`src/rtl/gmii_tx_framer.sv`:
```
// GMII transmit framer: preamble/SFD, payload, optional zero pad, CRC-32 FCS and inter-frame gap.
// Define GMII_TX_FRAMER_PAD_EN to compile in padding of short payloads to MIN_PAYLOAD bytes.
module gmii_tx_framer #(
   parameter int unsigned IFG_CYCLES  = 12,
   parameter int unsigned MIN_PAYLOAD = 60
) (
   input  logic       gmii_tx_clk,
   input  logic       reset,
   input  logic [7:0] s_data,
   input  logic       s_valid,
   input  logic       s_last,
   output logic       s_ready,
   output logic       gmii_tx_en,
   output logic [7:0] gmii_txd,
   output logic       busy,
   output logic       tx_underrun
);

   if (IFG_CYCLES < 1 || IFG_CYCLES > 255 || MIN_PAYLOAD > 2047) begin : g_param_check
      $error("gmii_tx_framer: parameter out of range");
   end

`ifdef GMII_TX_FRAMER_PAD_EN
   typedef enum logic [2:0] {StIdle, StPre, StSfd, StData, StPad, StFcs, StIfg} state_e;
   localparam logic [10:0] MinLen = 11'(MIN_PAYLOAD);
`else
   typedef enum logic [2:0] {StIdle, StPre, StSfd, StData, StFcs, StIfg} state_e;
`endif

   localparam logic [7:0] IfgLast = 8'(IFG_CYCLES);

   state_e      state_q, state_d;
   logic [7:0]  cnt_q, cnt_d;
   logic [10:0] byte_cnt_q, byte_cnt_d;
   logic [31:0] crc_q, crc_d;
   logic        last_q, last_d;
   logic        bad_q, bad_d;
   logic        tx_en_q, tx_en_d;
   logic [7:0]  txd_q, txd_d;
   logic        underrun_q, underrun_d;
   logic        crc_en;
   logic        go_fcs;
   logic [31:0] fcs_word;

   // Reflected CRC-32, one bit per step, LSB of the byte first.
   function automatic logic [31:0] crc_next(input logic [31:0] crc, input logic [7:0] data);
      logic [31:0] c;
      c = crc;
      for (int i = 0; i < 8; i++) begin
         if (c[0] ^ data[i]) c = (c >> 1) ^ 32'hEDB88320;
         else                c = c >> 1;
      end
      return c;
   endfunction

   // A starved frame sends the raw register so the receiver sees a bad FCS.
   assign fcs_word = bad_q ? crc_q : ~crc_q;

   always_comb begin
      state_d    = state_q;
      cnt_d      = cnt_q;
      byte_cnt_d = byte_cnt_q;
      crc_d      = crc_q;
      last_d     = last_q;
      bad_d      = bad_q;
      tx_en_d    = 1'b0;
      txd_d      = 8'h00;
      underrun_d = 1'b0;
      crc_en     = 1'b0;
      go_fcs     = 1'b0;
      s_ready    = 1'b0;

      case (state_q)
         StIdle: begin
            if (s_valid) begin
               state_d    = StPre;
               cnt_d      = 8'd1;
               byte_cnt_d = '0;
               crc_d      = '1;
               last_d     = 1'b0;
               bad_d      = 1'b0;
               tx_en_d    = 1'b1;
               txd_d      = 8'h55;
            end
         end
         StPre: begin
            tx_en_d = 1'b1;
            if (cnt_q == 8'd7) begin
               state_d = StSfd;
               txd_d   = 8'hD5;
            end else begin
               txd_d = 8'h55;
               cnt_d = cnt_q + 8'd1;
            end
         end
         StSfd, StData: begin
            s_ready = !last_q;
            if (last_q) begin
`ifdef GMII_TX_FRAMER_PAD_EN
               if (byte_cnt_q < MinLen) begin
                  state_d = StPad;
                  tx_en_d = 1'b1;
                  crc_en  = 1'b1;
               end else begin
                  go_fcs = 1'b1;
               end
`else
               go_fcs = 1'b1;
`endif
            end else if (s_valid) begin
               state_d = StData;
               tx_en_d = 1'b1;
               txd_d   = s_data;
               crc_en  = 1'b1;
               last_d  = s_last;
            end else begin
               go_fcs     = 1'b1;
               bad_d      = 1'b1;
               underrun_d = 1'b1;
            end
         end
`ifdef GMII_TX_FRAMER_PAD_EN
         StPad: begin
            if (byte_cnt_q < MinLen) begin
               tx_en_d = 1'b1;
               crc_en  = 1'b1;
            end else begin
               go_fcs = 1'b1;
            end
         end
`endif
         StFcs: begin
            if (cnt_q == 8'd4) begin
               state_d = StIfg;
               cnt_d   = 8'd1;
            end else begin
               tx_en_d = 1'b1;
               txd_d   = fcs_word[{cnt_q[1:0], 3'b000} +: 8];
               cnt_d   = cnt_q + 8'd1;
            end
         end
         StIfg: begin
            if (cnt_q == IfgLast) state_d = StIdle;
            else                  cnt_d   = cnt_q + 8'd1;
         end
         default: state_d = StIdle;
      endcase

      if (go_fcs) begin
         state_d = StFcs;
         cnt_d   = 8'd1;
         tx_en_d = 1'b1;
         txd_d   = bad_d ? crc_q[7:0] : ~crc_q[7:0];
      end

      if (crc_en) begin
         crc_d      = crc_next(crc_q, txd_d);
         byte_cnt_d = (byte_cnt_q == 11'h7FF) ? byte_cnt_q : byte_cnt_q + 11'd1;
      end
   end

   always_ff @(posedge gmii_tx_clk) begin
      if (reset) begin
         state_q    <= StIdle;
         cnt_q      <= '0;
         byte_cnt_q <= '0;
         crc_q      <= '1;
         last_q     <= 1'b0;
         bad_q      <= 1'b0;
         tx_en_q    <= 1'b0;
         txd_q      <= 8'h00;
         underrun_q <= 1'b0;
      end else begin
         state_q    <= state_d;
         cnt_q      <= cnt_d;
         byte_cnt_q <= byte_cnt_d;
         crc_q      <= crc_d;
         last_q     <= last_d;
         bad_q      <= bad_d;
         tx_en_q    <= tx_en_d;
         txd_q      <= txd_d;
         underrun_q <= underrun_d;
      end
   end

   assign gmii_tx_en  = tx_en_q;
   assign gmii_txd    = txd_q;
   assign tx_underrun = underrun_q;
   assign busy        = (state_q != StIdle);

endmodule

```
`config.mk`:
```
export PLATFORM = sky130hd
export DESIGN_NAME = gmii_tx_framer
export DESIGN_NICKNAME = d
export VERILOG_FILES = /design/src/rtl/gmii_tx_framer.sv
export SDC_FILE = /design/constraint.sdc
export NUM_CORES = 1
export LEC_CHECK = 0
export ABC_AREA = 1
export CORE_MARGIN = 5
export CORE_UTILIZATION = 55
export CTS_BUF_LIST = sky130_fd_sc_hd__clkbuf_8
export DETAILED_ROUTE_END_ITERATION = 8
export GPL_TIMING_DRIVEN = 0
export PLACE_DENSITY_LB_ADDON = 0.12
export SYNTH_ARGS = -nofsm -noshare
export SYNTH_HDL_FRONTEND = slang
export SYNTH_SLANG_ARGS = --single-unit
```
`constraint.sdc`:
```
create_clock -name gmii_tx_clk -period 2.2 [get_ports gmii_tx_clk]
set_clock_uncertainty 0.05 [all_clocks]
set_input_delay 0.44 -clock gmii_tx_clk [delete_from_list [all_inputs] [get_ports gmii_tx_clk]]
set_output_delay 0.44 -clock gmii_tx_clk [all_outputs]
set_load 0.005 [all_outputs]
```
; After elaboration in Yosys (flattened, before gate mapping)
; Index checks and enable logic that the tools add are counted.
[word_totals]
in_bits = 12
regBits = 55
wordCells = 131
[classes]
add_sub_neg = 1
n_eq_ne = 24
shift = 1
muxes = 59
n_reduce_logical = 17
n_bitwise = 19
[op_table]
columns = operator, count
row1 = $mux W32, 19
row2 = $not A13 Y14, 8
row3 = $mux W8, 10
row4 = $pmux W8 S4, 2
row5 = $not A32 Y32, 1
row6 = $shiftx A32 B6 Y8, 1
row7 = $ne A3 B3 Y1 const B, 8
row8 = $mux W3, 7
row9 = $eq A8 B3 Y1 const B, 2
row10 = $mux W1, 16
row11 = $ne A2 B2 Y1 const B, 8
row12 = $pmux W3 S5, 1
row13 = $reduce_and A6 Y1, 2
row14 = $add A8 B1 Y8 const B, 1
row15 = $eq A8 B4 Y1 const B, 1
row16 = $not A8 Y8, 1
row17 = $reduce_and A4 Y1, 2
row18 = $xor A1 B1 Y1, 8
row19 = $mux W7, 1
row20 = $eq A3 B2 Y1 const B, 2
row21 = $eq A3 B3 Y1 const B, 2
row22 = $reduce_bool A2 Y1, 3
row23 = $reduce_bool A5 Y1, 1
row24 = $pmux W1 S2, 2
row25 = other kinds (10), 12

; Logic depth before layout (Yosys ltp)
[logic_depth]
word_depth = 30
ltp_mapped = 23

; Worst setup path after synthesis
; Ideal clock, no wire load.
[synth_path]
path_kind = register -> register
from = register cnt_q[0]
to = register crc_q[23]
t_arrival_ns = 2.197
n_path_buf = 2
path_stages_with_launch = 23
slack_ns = -0.160
path_cell_list = dfxtp_1 -> buf_4 -> inv_4 -> buf_6 -> ha_1 -> nand3_1 -> nor2_1 -> nor2_4 -> nand3_1 -> nand3_1 -> nand2_2 -> nand2_2 -> nand2_4 -> inv_4 -> nand2_2 -> nand2_4 -> nand2_1 -> nand2_2 -> inv_2 -> nand2_1 -> nand3_1 -> nand2_1 -> nand2_1
[synth_via]
elab_chain_cells = 26
[synth_lines]
columns = item, line
row1 = from (decl), 33  ; logic [7:0] cnt_q, cnt_d;
row2 = from (signal assigned), 175  ; cnt_q <= cnt_d;
row3 = $shiftx A32 B6 Y8 or $eq A8 B3 Y1 (tied branches), "138, 133"
row4 = $mux W8, 133  ; if (cnt_q == 8'd4) begin
row5 = $pmux W8 S4 (*), 73  ; case (state_q)
row6 = $mux W8 (*), 149  ; if (go_fcs) begin
row7 = $xor A1 B1 Y1, 50  ; if (c[0] ^ data[i]) c = (c >> 1) ^ 32'hEDB88320;
row8 = $mux W32, 50
row9 = $mux W32, 156  ; if (crc_en) begin
row10 = $not A13 Y14 (no source line), --
row11 = (+10 left out), --
row12 = $mux W32, 50
row13 = $mux W32, 156
row14 = $not A13 Y14 (no source line), --
row15 = $mux W32, 50
row16 = $mux W32, 156
row17 = $not A13 Y14 (no source line), --
row18 = $mux W32 (*), 50
row19 = $mux W32 (*), 156
row20 = to (signal assigned), 177  ; crc_q <= crc_d;
row21 = to (decl), 35  ; logic [31:0] crc_q, crc_d;
; Every way passes the cells marked *; elsewhere a longest branch is shown, timed or not. The select of a mux whose other input is x is not followed.
; A chain may end at the register's enable or synchronous reset.

; Final worst setup path
[layout_path]
from = register cnt_q[0]
to = register crc_q[18]
[layout_via]
elab_chain_cells = 23
[layout_lines]
columns = item, line
row1 = $shiftx A32 B6 Y8 or $eq A8 B3 Y1 (tied branches), "138, 133"
row2 = $mux W8 (*), 133
row3 = $pmux W8 S4 (*), 73
row4 = $mux W8 (*), 149
row5 = branches (longest 15 deep; another with $mux W32), --
row6 = $mux W32 (*), 50
row7 = $mux W32 (*), 156
row8 = $mux W32 (*), 50
row9 = $mux W32 (*), 156
; Every way passes the cells marked *. The select of a mux whose other input is x is not followed.

==> metrics.md <==
| Metric | Value |
|---|---|
| Status | `complete, but fails checks` |
| Failing checks | `design-rule violations, negative setup slack` |
| Most frequent cells in the layout | `200 x nand2_1, 71 x nand3_1, 65 x inv_1, 51 x buf_4, 51 x dfxtp_1` |
| Syn Area/Cell | `5.97 um2` |
| Worst r2r src | `cnt_q[0]` |
| Worst slew pin tran | `0.600 ns` |
| Minimum clock period | `between 2 and 3 ns` |
| Main synth FF type | `dfxtp_1` |
| Final Hold Vio Count | `0` |
| Placed cell area | `0.00459 mm2` |
| First-pass GRT wire length | `between 20 and 25 mm` |
| Drt drc | `2` |
| Die H | `96.9 um` |
| Worst Hold Depth | `2` |
| DIE AREA | `0.00938 mm2` |
| Final worst slack | `-0.443 ns` |
| Die X-Extent | `96.9 um` |
| R2r setup slk | `-0.44 ns` |
| Worst R2R End | `crc_q[18]` |
| I/O pins | `24` |
| All-Layer GR Usage | `a little under a third` |
| Slew HR | `about three fifths` |
| Post-DP HPWL | `9.62 mm` |
| Post-synth EDFFs | `0` |
| Nets | `802` |
| Core box area | `0.00729 mm2` |
| Period utilization | `120%` |
| RSZ-0062 raised after global routing | `yes` |
| Worst setup SP type | `flip-flop` |
| Reg clk slew, reported paths | `0.11 ns` |
| Initial antenna violation count | `0` |
| Sequential area share after synthesis | `26.5%` |
| Synthesized instance count | `695` |
| Row Count | `31` |
| Routed vias/inst | `6.05` |
| Worst slack, placed | `-0.937 ns` |
| Hold Path Origin | `crc_q[12]` |
| Largest net degree at the start of global routing | `18` |
| Max-Cap Viols | `0` |
| Via count | `5368` |
| Fmax | `378 MHz` |
| Design area | `0.00586 mm2` |
| GR Overflow Total | `0` |
| PortBufs | `23` |
| Clk sink count | `55` |
| Initial drt markers | `583` |
| Max H-tree Level | `2` |
| Synthesized cell area | `0.00415 mm2` |
| Ant diodes | `0` |
| Yosys warns | `0` |
| Max Root-Sink Buffers | `2` |
| CTS tree | `done` |
| Syn nets | `a little over 700` |
| FF+latch count, synth | `55` |
| WL/cell | `about 19 um` |
| Critical path data required time | `between 2 and 2.5 ns` |
| Worst Path Arrival | `between 2 and 3 ns` |
| Vias in the first global route | `slightly below 5k` |
| Final Setup Violations | `33` |
| Crit Path Class | `reg -> reg` |
| Area Overhead vs Synth | `41.2%` |
| Max-slew violations | `0` |
| DRT Pass-1 Iters | `9` |
| Starting Density | `56.9%` |
| Post-route ant nets | `0` |
| Reg2reg path depth | `21` |
| Cell variety after synth | `40` |
| CP endpoint kind | `flip-flop` |
| Clock latency on the worst-skew pair | `0.32 ns` |
| Hold path endpoint | `crc_q[12]` |
| Gp weighted congestion | `~0.99` |
| Layout cells sized above 1 | `32.3%` |
| Root Buffer | `clkbuf_8` |
| Commonest non-fill, non-tap cell in the layout | `nand2_1` |
| Synth async-reset ratio | `0%` |
| Inserted Clock Buffers | `5` |
| Max FO, Critical Path | `8` |
| Hold WC Path Type | `reg -> reg` |
| Final wirelength | `16.7 mm` |
-- state kept, by name, indices dropped and copies added (netlist names) --
signal	cells
state_q	3
tx_underrun	1
gmii_txd	8
cnt_q	8
gmii_tx_en	1
crc_q	32
bad_q	1
last_q	1
-- cells by family after synthesis --
family,Yosys count,synth area share (%)
AND/OR/NAND/NOR,445,49.6
buffers and inverters,103,10.3
AO/OA/AOI/OAI,81,11.1
flip-flops,55,26.5
XOR/XNOR,9,1.90
adder cells (fa/ha/maj),2,0.603
-- layer usage --
metal | track usage, % | wire (um)
met5 | 0 | 0
met3 | 5.76 | 1870
met2 | 53.0 | 7960
met1 | 37.9 | 6100
met4 | 13.0 | 763
-- layout make-up --
cell class,instances,area [um2]
clock buffer,5,68.8
fill,511,1430
clock inverter,3,18.8
tap,99,124
buffer,19,113
timing repair buffer,83,717
multi-input combinational,540,3360
sequential,55,1110
inverter,84,355
-- through the flow --
stage	TNS [ns]	util [%]	std cells	hold WS (ns)
2_1_floorplan	-0.616	-	695	0.414
3_3_place_gp	-25.60	63.0	817	0.443
3_5_place_dp	-27.34	63.0	817	0.451
4_1_cts	-5.63	73.5	867	0.469
5_1_grt	-14.54	80.4	888	0.503
6_report	-11.26	80.4	888	0.477
-- worst max path at each step --
stage	startpoint	to	slack, ns	depth (start not counted)
after floorplan	cnt_q[0]	crc_q[22]	-0.08	20
after global placement	s_valid	crc_q[20]	-0.91	16
after detailed placement	s_valid	crc_q[20]	-0.94	16
after CTS	cnt_q[0]	crc_q[15]	-0.24	22
after global routing	cnt_q[0]	crc_q[27]	-0.53	20
final	cnt_q[0]	crc_q[18]	-0.44	21
-- critical path, stage by stage, from the launching register on --
cell and delay [ns]:
dfxtp_2 0.35, buf_6 0.13, inv_8 0.05, buf_8 0.11, ha_4 0.15, nand3_4 0.07
nor2_4 0.22, nor2_4 0.10, nand3_2 0.11, nand3_4 0.12, nand2_4 0.14, nand2_4 0.07
nand2_8 0.15, nand2_8 0.09, nand2_8 0.11, inv_4 0.06, nand2_2 0.07, nand2_2 0.07
nand2_1 0.06, nand2_1 0.04, o21ai_1 0.16, nand2_1 0.06
-- timing repair --
action                                  4_1_cts  5_1_grt
pin swaps                                    44       62
resized for setup                            92       93
buffers inserted                             39       21
cloned                                        3        0
endpoints found under the setup margin       39       39
hold buffers                                  0        0
-- cell usage after synthesis, drive strengths merged, types with 5 or more instances --
master  instances  area share, %
xor2            8            1.7
nand4           6           0.90
nand2         287             30
o211ai          8            1.4
clkbuf         11            1.0
inv            83            7.9
a21oi          16            2.0
nor3            5            1.0
buf             8            1.3
nor2           36            3.5
dfxtp          55             27
nand3         104             13
o21ai          47            5.8
Power is left out: the tool's default activity adds up to more than one toggle a clock period on the data nets, which glitch-free logic cannot reach.
